$ cat config.mk
export PLATFORM = sky130hd
export DESIGN_NAME = readback_frame_capture_flat
export DESIGN_NICKNAME = d
export VERILOG_FILES = /design/src/rtl/readback_frame_capture_if.sv /design/src/rtl/readback_frame_capture.sv /design/src/flat_wrapper.sv
export SDC_FILE = /design/constraint.sdc
export NUM_CORES = 1
export LEC_CHECK = 0
export CAP_MARGIN = 10
export CORE_MARGIN = 10
export CORE_UTILIZATION = 41
export DETAILED_ROUTE_END_ITERATION = 10
export GPL_TIMING_DRIVEN = 1
export PLACE_DENSITY = 0.74
export SETUP_SLACK_MARGIN = 0.4
export SLEW_MARGIN = 5
export SYNTH_ARGS = -nofsm -noshare
export SYNTH_HDL_FRONTEND = slang
export SYNTH_SLANG_ARGS = --single-unit
$ cat constraint.sdc
create_clock -name clk -period 2.2 [get_ports clk]
set_clock_uncertainty 0.15 [all_clocks]
set_input_delay 0.44 -clock clk [delete_from_list [all_inputs] [get_ports clk]]
set_output_delay 0.44 -clock clk [all_outputs]
set_load 0.01 [all_outputs]
$ cat src/rtl/readback_frame_capture_if.sv
// Readback stream in (word + valid/ready) and frame-buffer write port out.
// The slave side is the capture block; the master side feeds words and observes writes.
interface readback_frame_capture_if #(
    parameter int ADDR_W = 13
) ();
    logic [31:0]       in_data;
    logic              in_valid;
    logic              in_ready;
    logic              wr_en;
    logic [ADDR_W-1:0] write_addr;
    logic [31:0]       data_output;

    modport slave (
        input  in_data, in_valid,
        output in_ready, wr_en, write_addr, data_output
    );

    modport master (
        output in_data, in_valid,
        input  in_ready, wr_en, write_addr, data_output
    );
endinterface

$ cat src/rtl/readback_frame_capture.sv
// Captures one ICAP readback frame: drops the leading dummy/pad words, optionally
// bit-reverses each byte, and writes the kept words to the frame BRAM at 0..TOTAL_WORDS-1.
module readback_frame_capture #(
    parameter int SKIP_WORDS  = 102,
    parameter int TOTAL_WORDS = 303,
    parameter int ADDR_W      = 13,
    parameter int BIT_SWAP    = 1
) (
    input  logic                      clk,
    input  logic                      rst,
    input  logic                      arm_i,
    input  logic                      abort_i,
    readback_frame_capture_if.slave   bus,
    output logic                      flip_start_o,
    output logic                      busy_o,
    output logic                      capture_done_o,
    output logic [ADDR_W-1:0]         word_count_o
);
    localparam int DATA_W = 32;
    localparam int SKIP_W = (SKIP_WORDS > 1) ? $clog2(SKIP_WORDS) : 1;

    typedef enum logic [1:0] {
        S_IDLE,
        S_SKIP,
        S_CAPTURE,
        S_DONE
    } state_e;

    // With no words to skip, arm goes straight to capture.
    localparam state_e            ARM_TARGET = (SKIP_WORDS == 0) ? S_CAPTURE : S_SKIP;
    localparam logic [SKIP_W-1:0] SKIP_LAST  = SKIP_W'((SKIP_WORDS > 0) ? SKIP_WORDS - 1 : 0);
    localparam logic [ADDR_W-1:0] WORD_LAST  = ADDR_W'(TOTAL_WORDS - 1);

    state_e              state_q, state_d;
    logic [SKIP_W-1:0]   skip_cnt_q, skip_cnt_d;
    logic [ADDR_W-1:0]   word_cnt_q, word_cnt_d;
    logic [ADDR_W-1:0]   waddr_q, waddr_d;
    logic [DATA_W-1:0]   data_q, data_d;
    logic                wr_en_q, wr_en_d;
    logic                active;
    logic                beat;

    function automatic logic [DATA_W-1:0] swap_bytes(input logic [DATA_W-1:0] w);
        logic [DATA_W-1:0] r;
        r = w;
        if (BIT_SWAP != 0) begin
            for (int k = 0; k < DATA_W / 8; k++) begin
                for (int i = 0; i < 8; i++) begin
                    r[8*k+i] = w[8*k+7-i];
                end
            end
        end
        return r;
    endfunction

    // in_ready depends on state alone so the upstream never sees a combinational loop.
    assign active = (state_q == S_SKIP) || (state_q == S_CAPTURE);
    assign beat   = bus.in_valid & active;

    always_comb begin
        state_d    = state_q;
        skip_cnt_d = skip_cnt_q;
        word_cnt_d = word_cnt_q;
        waddr_d    = waddr_q;
        data_d     = data_q;
        wr_en_d    = 1'b0;
        case (state_q)
            S_IDLE, S_DONE: begin
                if (arm_i && !abort_i) begin
                    state_d    = ARM_TARGET;
                    skip_cnt_d = '0;
                    word_cnt_d = '0;
                    waddr_d    = '0;
                end
            end
            S_SKIP: begin
                if (abort_i) begin
                    state_d = S_IDLE;
                end else if (beat) begin
                    skip_cnt_d = skip_cnt_q + SKIP_W'(1);
                    if (skip_cnt_q == SKIP_LAST) begin
                        state_d = S_CAPTURE;
                    end
                end
            end
            S_CAPTURE: begin
                if (abort_i) begin
                    state_d = S_IDLE;
                end else if (beat) begin
                    wr_en_d    = 1'b1;
                    data_d     = swap_bytes(bus.in_data);
                    waddr_d    = word_cnt_q;
                    word_cnt_d = word_cnt_q + ADDR_W'(1);
                    if (word_cnt_q == WORD_LAST) begin
                        state_d = S_DONE;
                    end
                end
            end
            default: state_d = S_IDLE;
        endcase
    end

    always_ff @(posedge clk) begin
        if (rst) begin
            state_q    <= S_IDLE;
            skip_cnt_q <= '0;
            word_cnt_q <= '0;
            waddr_q    <= '0;
            data_q     <= '0;
            wr_en_q    <= 1'b0;
        end else begin
            state_q    <= state_d;
            skip_cnt_q <= skip_cnt_d;
            word_cnt_q <= word_cnt_d;
            waddr_q    <= waddr_d;
            data_q     <= data_d;
            wr_en_q    <= wr_en_d;
        end
    end

    assign bus.in_ready    = active;
    assign bus.wr_en       = wr_en_q;
    assign bus.write_addr  = waddr_q;
    assign bus.data_output = data_q;
    assign flip_start_o    = active;
    assign busy_o          = active;
    assign capture_done_o  = (state_q == S_DONE);
    assign word_count_o    = word_cnt_q;
endmodule

$ cat src/flat_wrapper.sv
// flat-port wrapper written by rule: the top's interface ports become plain ports
module readback_frame_capture_flat 
#(
    parameter int SKIP_WORDS  = 102,
    parameter int TOTAL_WORDS = 303,
    parameter int ADDR_W      = 13,
    parameter int BIT_SWAP    = 1
)
  (clk, rst, arm_i, abort_i, flip_start_o, busy_o, capture_done_o, word_count_o, bus_in_data, bus_in_valid, bus_in_ready, bus_wr_en, bus_write_addr, bus_data_output);
  readback_frame_capture_if #(.ADDR_W(ADDR_W)) bus_i ();
  input  logic clk;
  input  logic rst;
  input  logic arm_i;
  input  logic abort_i;
  output logic flip_start_o;
  output logic busy_o;
  output logic capture_done_o;
  output logic [ADDR_W-1:0] word_count_o;
  input wire logic [$bits(bus_i.in_data)-1:0] bus_in_data;
  input wire logic [$bits(bus_i.in_valid)-1:0] bus_in_valid;
  output wire logic [$bits(bus_i.in_ready)-1:0] bus_in_ready;
  output wire logic [$bits(bus_i.wr_en)-1:0] bus_wr_en;
  output wire logic [$bits(bus_i.write_addr)-1:0] bus_write_addr;
  output wire logic [$bits(bus_i.data_output)-1:0] bus_data_output;
  assign bus_i.in_data = bus_in_data;
  assign bus_i.in_valid = bus_in_valid;
  assign bus_in_ready = bus_i.in_ready;
  assign bus_wr_en = bus_i.wr_en;
  assign bus_write_addr = bus_i.write_addr;
  assign bus_data_output = bus_i.data_output;
  readback_frame_capture #(.SKIP_WORDS(SKIP_WORDS), .TOTAL_WORDS(TOTAL_WORDS), .ADDR_W(ADDR_W), .BIT_SWAP(BIT_SWAP)) u_core (.clk(clk), .rst(rst), .arm_i(arm_i), .abort_i(abort_i), .bus(bus_i), .flip_start_o(flip_start_o), .busy_o(busy_o), .capture_done_o(capture_done_o), .word_count_o(word_count_o));
endmodule
==> summary.txt, run 1 <==
Synthesis
  • Simple-Gate Fraction of Synth Area: between 20 and 30%
  • Area share of the largest cell type after synthesis: approximately 47%
  • Number of distinct library cell variants in the gate-level netlist after synthesis: 42
  • Post-Syn Nets: 397
  • #FFs+latches synth: between 60 and 70
  • Mapped Area: between 2000 and 3000 um2
  • Synth area leaders: dfxtp_1, nand2_1, a21oi_1
  • Number of warnings issued by yosys: 0
  • Fraction of the mapped netlist area in compound gates: between 15 and 20%
  • Xor/xnor cell area share of the yosys netlist: about 2.1%
  • Sequential share of the synthesized area: a little under half
  • Syn Area/Cell: between 8 and 9 um2
  • Mux contribution to synthesized area: 0%
  • Post-synthesis instance total: around 350
  • Dominant register cell in the synthesized netlist: dfxtp_1
  • Dominant combinational cell family by area after synthesis: simple AND/OR/NAND/NOR gates
  • Number of synthesized flops with an enable pin: 0
  • Share of flip-flops with an asynchronous set or reset after synthesis: 0%
  • Adder and majority gate portion of the synthesized area: under 10%
  • Post-synth top area cell: dfxtp_1

Job
  • Max cap viols: 0

Drt
  • DRT iter0 DRCs: around 160
  • Detailed-routing iteration count for the pre-antenna-repair pass: 4
  • DRC: 0
  • Antenna-violating nets left: 0
  • Routed wire length: between 10000 and 15000 um
  • Vias: approximately 3200
  • Via-to-Cell Ratio: between 5 and 6
  • Wire per inst: approximately 19 um

Final layout
  • FF+latch area: about 1400 um2
  • Filler cell count in the final layout: ~460
  • Relative area change from synthesis to final layout: 81.0%
  • Share of final-layout standard cells stronger than drive strength 1: approximately 39%
  • Most used cells in the layout excluding fill and tap cells: nand2_1, dlygate4sd2_1, dfxtp_1, clkdlybuf4s50_1, buf_4
  • Multi-input gate area: approximately 1900 um2
  • Final layout net count: ~540
  • Most common cell after layout, fill and taps aside: nand2_1

Worst setup path
  • Count of buffering cells on the critical path with inverters included: 2
  • Worst EP required: 2.33 ns
  • Crit end category: flip-flop
  • Delay of the slowest cell on the worst path: around 0.49 ns
  • Cell breakdown of the critical path: inv_2, ha_4, nand3b_1, buf_6, a21o_4, or4_4, a21oi_2
  • Maximum fanout along the worst path: 5
  • Crit Reg-Reg Startpoint: u_core.state_q[0]
  • Startpoint of the worst setup timing path: u_core.state_q[0]
  • Critical-path cell with the highest stage delay: or4_4
  • Critical Path Start Type: flip-flop
  • Cell family with the largest share of critical-path delay: simple AND/OR/NAND/NOR gates
  • CP arrival: about 2.3 ns
  • Type of the setup path with the least slack: reg -> reg

Floorplan
  • Die Width: about 100 um
  • Die Footprint: ~11000 um2
  • IO Pins: 100
  • Die Ht: just over 100 um
  • Standard-cell rows: 30
  • Area of the core: roughly 6800 um2
  • Initial cell density of the core: ~42%

Power and ir drop
  • Share of power burned in the clock network: between 20% and 30%
  • Cell Pwr Density: a little under 800 nW/um2
  • Switching part of the total power: 31.9%
  • Net switching power of the design: 0.00129 W
  • Peak supply drop: ~0.55 mV
  • Leak: between 2 and 2.5 nW
  • Internal portion of total power: ~0.0027 W
  • Sequential Power Share: 32.1%
  • Gate power share: 37.9%

Clocking
  • CTS Sinks: a little under 70
  • Clock tree from TritonCTS: built
  • CTS Buffer Depth: 2
  • H-tree levels: 3
  • Clock latency reported for the late side of the worst-skew pair: between 0.3 and 0.4 ns
  • Number of clock buffers inserted by TritonCTS: 9
  • Library cell used as clock root buffer: clkbuf_8
  • CTS Hold Bufs: 0
  • Clk pin slew, worst setup/hold paths: about 0.080 ns

STA
  • RSZ-0062 raised after global routing: yes
  • Hold Fails Final Rpt: 0
  • Relative slew slack: about 59%
  • Post-layout worst setup margin: between 0.07 and 0.08 ns
  • Portion of the clock cycle consumed by the worst path in the final layout: a little over nine tenths
  • Pins Over Slew Limit: 0
  • Number of setup violations in the final report: 0
  • Total negative slack for setup checks: 0 ns
  • Maximum clock frequency: 470 MHz
  • Crit path time final: around 2.1 ns
  • Actual transition at the worst max-transition pin: 0.618 ns

Worst hold path
  • Startpoint of the most critical hold path: rst
  • Classification of the worst-slack hold path: in -> reg

Placed design
  • Routability congestion estimate from global placement: 0.838
  • Post-detailed-placement half-perimeter wirelength: 6130 um
  • Minimum setup slack after placement: -0.0725 ns
  • I/O Buffers: 99

Status
  • Result of the run: complete, no violations

Global routing
  • Tot GR Track Use: between 10% and 20%
  • Via count of the first global-routing pass: 3257
  • Sum of overflow across all layers after global routing: 0
  • Initial antenna violation count: 0
  • Global-route wire length before repair: between 15000 and 20000 um
  • Pin count of the biggest net entering global routing: between 40 and 50
## per-stage QoR
stage | power [W] | hold slack, ns | std cells | util (%) | area, um2
after detailed placement | 0.00211 | 0.293 | 542 | 59.8 | 4070
after floorplan | 0.00183 | 0.308 | 353 | - | 2920
after global routing | 0.00418 | 0.237 | 601 | 76.6 | 5210
after global placement | 0.00210 | 0.291 | 542 | 59.8 | 4070
after CTS | 0.00372 | 0.233 | 588 | 68.1 | 4630
final | 0.00403 | 0.227 | 602 | 76.7 | 5210
## worst register-to-register path, stage by stage (launching register included)
cell and delay [ns]:
dfxtp_2 0.34, inv_2 0.05, ha_4 0.26, nand3b_1 0.20, buf_6 0.16, a21o_4 0.24
or4_4 0.49, a21oi_2 0.17
## power groups by stage
stage / clock network (W) / logic (W) / registers (W)
after global routing: 0.00127 / 0.00162 / 0.00130
after global placement: 0 / 0.000770 / 0.00133
after floorplan: 0 / 0.000494 / 0.00133
after CTS: 0.00123 / 0.00120 / 0.00130
final: 0.00121 / 0.00153 / 0.00130
after detailed placement: 0 / 0.000777 / 0.00133
## cells in the mapped netlist (2+ instances only)
cell type	instances
o31ai_1	5
ha_1	7
a2111oi_0	2
or4_1	5
clkbuf_1	21
dfxtp_1	68
nand4_1	2
nand3_1	18
xnor2_1	6
nand3b_1	5
a21o_1	3
nor2_1	15
buf_2	2
a211oi_1	5
o21ai_0	3
and4_1	2
a21oi_1	58
or3_1	2
nand2_1	85
nor4_1	2
nand2b_1	2
a41o_1	2
inv_1	11
nor4bb_1	2
a211o_1	2
buf_4	2
## cells by family after synthesis
group,Yosys count
DFF,68
adders and majority gates,7
and+or+nand+nor,150
buffers and inverters,36
xor gates and xnor gates,7
AOI/OAI and AO/OA,85
## worst paths after layout
check | slack (ns) | cells after the start | end
min | 0.23 | 2 | u_core.bus.write_addr[4]
max | 0.07 | 7 | u_core.word_count_o[12]
max reg2reg | 0.07 | 7 | u_core.word_count_o[12]
min reg2reg | 0.30 | 2 | u_core.bus.data_output[30]
## cell type report
type,instances,area share [%]
Antenna cell,1,0.0480
Clock buffer,11,2.91
Clock inverter,5,1.59
Inverter,11,0.889
Multi-Input combinational cell,251,36.0
Sequential cell,68,26.7
Tap cell,96,2.31
Timing Repair Buffer,159,29.5
## sequential cells by signal, indices dropped and copies added (netlist names)
register                cells
u_core.bus.wr_en            1
u_core.word_count_o        13
u_core.bus.data_output     32
u_core.bus.write_addr      13
u_core.state_q              2
u_core.skip_cnt_q           7
## what timing repair did
action,4_1_cts,5_1_grt
setup buffers,26,7
gates cloned,4,6
pin swaps,22,40
gates resized for setup,123,106
endpoints found under the setup margin,101,72
## routing by layer
| layer | up-vias | track usage [%] | routed length [um] |
|---|---|---|---|
| met4 | 0 | 9.34 | 299 |
| met1 | 1503 | 18.0 | 4380 |
| met2 | 135 | 29.1 | 5530 |
| met5 | - | 0 | 0 |
| li1 | 1524 | - | - |
| met3 | 23 | 9.98 | 1160 |
Power figures use the tool's default switching activity.
==> run 2, diff against run 1 <==
- CORE_UTILIZATION: 41 -> 45
- CTS_CLUSTER_DIAMETER: unset -> 80
- PLACE_DENSITY: 0.74 -> unset
- PLACE_DENSITY_LB_ADDON: unset -> 0.15
- clock period: 2.2 -> 2.35 ns (I/O delays scaled with it)
==> summary.txt, run 2 (same netlist as run 1, synthesis figures left out) <==
Status
  • Result of the run: complete, no violations

Placed design
  • Cell total after placement: 521
  • I/O Buffers: 99
  • Post-detailed-placement half-perimeter wirelength: between 5000 and 6000 um
  • Routability congestion estimate from global placement: between 0.8 and 0.9

Worst setup path
  • Flop2flop setup slack: 0.35 ns
  • Type of the setup path with the least slack: reg -> reg
  • Crit end category: flip-flop
  • Number of cell instances on the worst register-to-register path: 6
  • Crit Reg-Reg Startpoint: u_core.state_q[0]
  • Cell breakdown of the critical path: inv_2, ha_4, nand3b_1, a21o_4, or4_1, a21oi_1
  • Count of buffering cells on the critical path with inverters included: 1
  • Maximum fanout along the worst path: 9
  • Endpoint of the worst-slack reg-to-reg timing path: u_core.word_count_o[12]
  • Worst EP required: ~2.5 ns
  • Critical Path Start Type: flip-flop
  • CP arrival: ~2.1 ns
  • Critical-path cell with the highest stage delay: or4_1
  • Delay of the slowest cell on the worst path: roughly 0.47 ns
  • Cell family with the largest share of critical-path delay: simple AND/OR/NAND/NOR gates

Clocking
  • CTS Hold Bufs: 0
  • Clk pin slew, worst setup/hold paths: approximately 0.080 ns
  • Clock latency reported for the late side of the worst-skew pair: 0.35 ns
  • CTS Buffer Depth: 2
  • Number of clock buffers inserted by TritonCTS: 9
  • Clock tree from TritonCTS: built
  • CTS Sinks: 68
  • Library cell used as clock root buffer: clkbuf_8
  • H-tree levels: 3

Worst hold path
  • Startpoint of the most critical hold path: u_core.bus.write_addr[10]
  • Worst Hold Path EP: u_core.bus.write_addr[10]
  • Classification of the worst-slack hold path: reg -> reg
  • Cell count of the worst hold path: 2

Final layout
  • Most common cell after layout, fill and taps aside: nand2_1
  • Flip-flop count of the largest register after layout: 32
  • Count of antenna diodes in the layout: 0
  • Final layout net count: approximately 500
  • Relative area change from synthesis to final layout: 55.0%
  • Count of placed standard cells in the final layout, fillers left out: around 550
  • Share of final-layout standard cells stronger than drive strength 1: around 17%
  • Most used cells in the layout excluding fill and tap cells: nand2_1, clkdlybuf4s50_1, a21oi_1, dfxtp_1, buf_4

Drt
  • Via-to-Cell Ratio: roughly 5.4
  • Detailed-routing iteration count for the pre-antenna-repair pass: 5
  • DRT iter0 DRCs: around 110
  • Vias: between 2000 and 3000
  • DRC: 0
  • Antenna-violating nets left: 0
  • Wire per inst: ~16 um
  • Routed wire length: 8890 um

Global routing
  • Global-route wire length before repair: 13400 um
  • Via count of the first global-routing pass: between 2000 and 3000
  • Tot GR Track Use: between 10% and 20%
  • Sum of overflow across all layers after global routing: 0
  • Initial antenna violation count: 0
  • Pin count of the biggest net entering global routing: 35

Job
  • Max cap viols: 0

STA
  • Minimum hold slack: a little over 0.3 ns
  • Hold Fails Final Rpt: 0
  • Pins Over Slew Limit: 0
  • Total negative slack for setup checks: 0 ns
  • Crit path time final: approximately 2.0 ns
  • Number of setup violations in the final report: 0
  • Maximum clock frequency: 500 MHz
  • RSZ-0062 raised after global routing: yes
  • Portion of the clock cycle consumed by the worst path in the final layout: 85.0%
  • Actual transition at the worst max-transition pin: between 0.4 and 0.5 ns
  • Relative slew slack: 68.7%

Floorplan
  • Initial cell density of the core: between 40 and 50%
  • Standard-cell rows: 29
  • Area of the core: about 6300 um2
  • IO Pins: 100
  • Die Ht: 100 um
  • Die Footprint: approximately 10000 um2
  • Die Width: approximately 100 um

Power and ir drop
  • Peak supply drop: approximately 0.42 mV
  • Post-layout power: about 0.0032 W
  • Cell Pwr Density: ~720 nW/um2
  • Leak: between 1.5 and 2 nW
## run 2: changes by cell type in the layout (fill, tap and decap cells not counted), moves of 9 or more
cell,previous run,this run
a21oi_1,24,57
a21oi_2,33,0
buf_4,34,23
buf_6,20,3
clkdlybuf4s50_1,34,84
dlygate4sd2_1,59,7
nand2_1,63,85
nand2_2,18,0
nand3_1,7,18
nand3_2,9,0
## run 2: cell type report
type                            count  area (um2)
Clock buffer                       10         138
Clock inverter                      6        87.6
Fill cell                         484        1820
Inverter                           11        41.3
Multi-Input combinational cell    249        1500
Sequential cell                    68        1380
Tap cell                           77        96.3
Timing Repair Buffer              127        1220
## run 2: stage by stage
step / setup WS (ns) / util [%] / area (um2)
4_1_cts: 0.368 / 68.8 / 4320
3_3_place_gp: 0.0962 / 64.2 / 4030
3_5_place_dp: 0.0652 / 64.2 / 4030
5_1_grt: 0.308 / 71.1 / 4460
6_report: 0.352 / 71.1 / 4460
2_1_floorplan: 0.363 / - / 2910
## run 2: worst min-delay path: stages (launching register included)
cell     delay (ns)
dfxtp_1        0.31
nand2_1        0.05
a21oi_1        0.05
## run 2: how the worst max path moves through the flow
stage / from / endpoint / slack [ns] / cells after the start
CTS: u_core.state_q[0] / busy_o / 0.37 / 4
global placement: arm_i / u_core.word_count_o[12] / 0.1 / 5
detailed placement: arm_i / u_core.word_count_o[12] / 0.07 / 5
floorplan: u_core.state_q[0] / u_core.word_count_o[12] / 0.36 / 7
global route: u_core.state_q[0] / u_core.word_count_o[12] / 0.31 / 6
finish: u_core.state_q[0] / u_core.word_count_o[12] / 0.35 / 6
## run 2: routing by layer
metal  vias to the layer above  routed length, um  global-route usage [%]
met1                      1359               3470                    18.6
met3                        15                976                    8.31
met2                       112               4220                    24.1
li1                       1449                  -                       -
met4                         0                217                    8.48
met5                         -                  0                       0
## run 2: what timing repair did
action                                  CTS  global route
setup buffers                             3             7
gates cloned                              0             1
pin swaps                                 3            11
resized for setup                        35            23
endpoints found under the setup margin   20            37
hold endpoints to repair                  0             0
## run 2: power breakdown
group / total (W) / switching [W] / internal (W)
logic: 0.000920 / 0.000480 / 0.000439
clock network: 0.00109 / 0.000468 / 0.000624
registers: 0.00122 / 0.0000336 / 0.00119
total: 0.00323 / 0.000982 / 0.00225
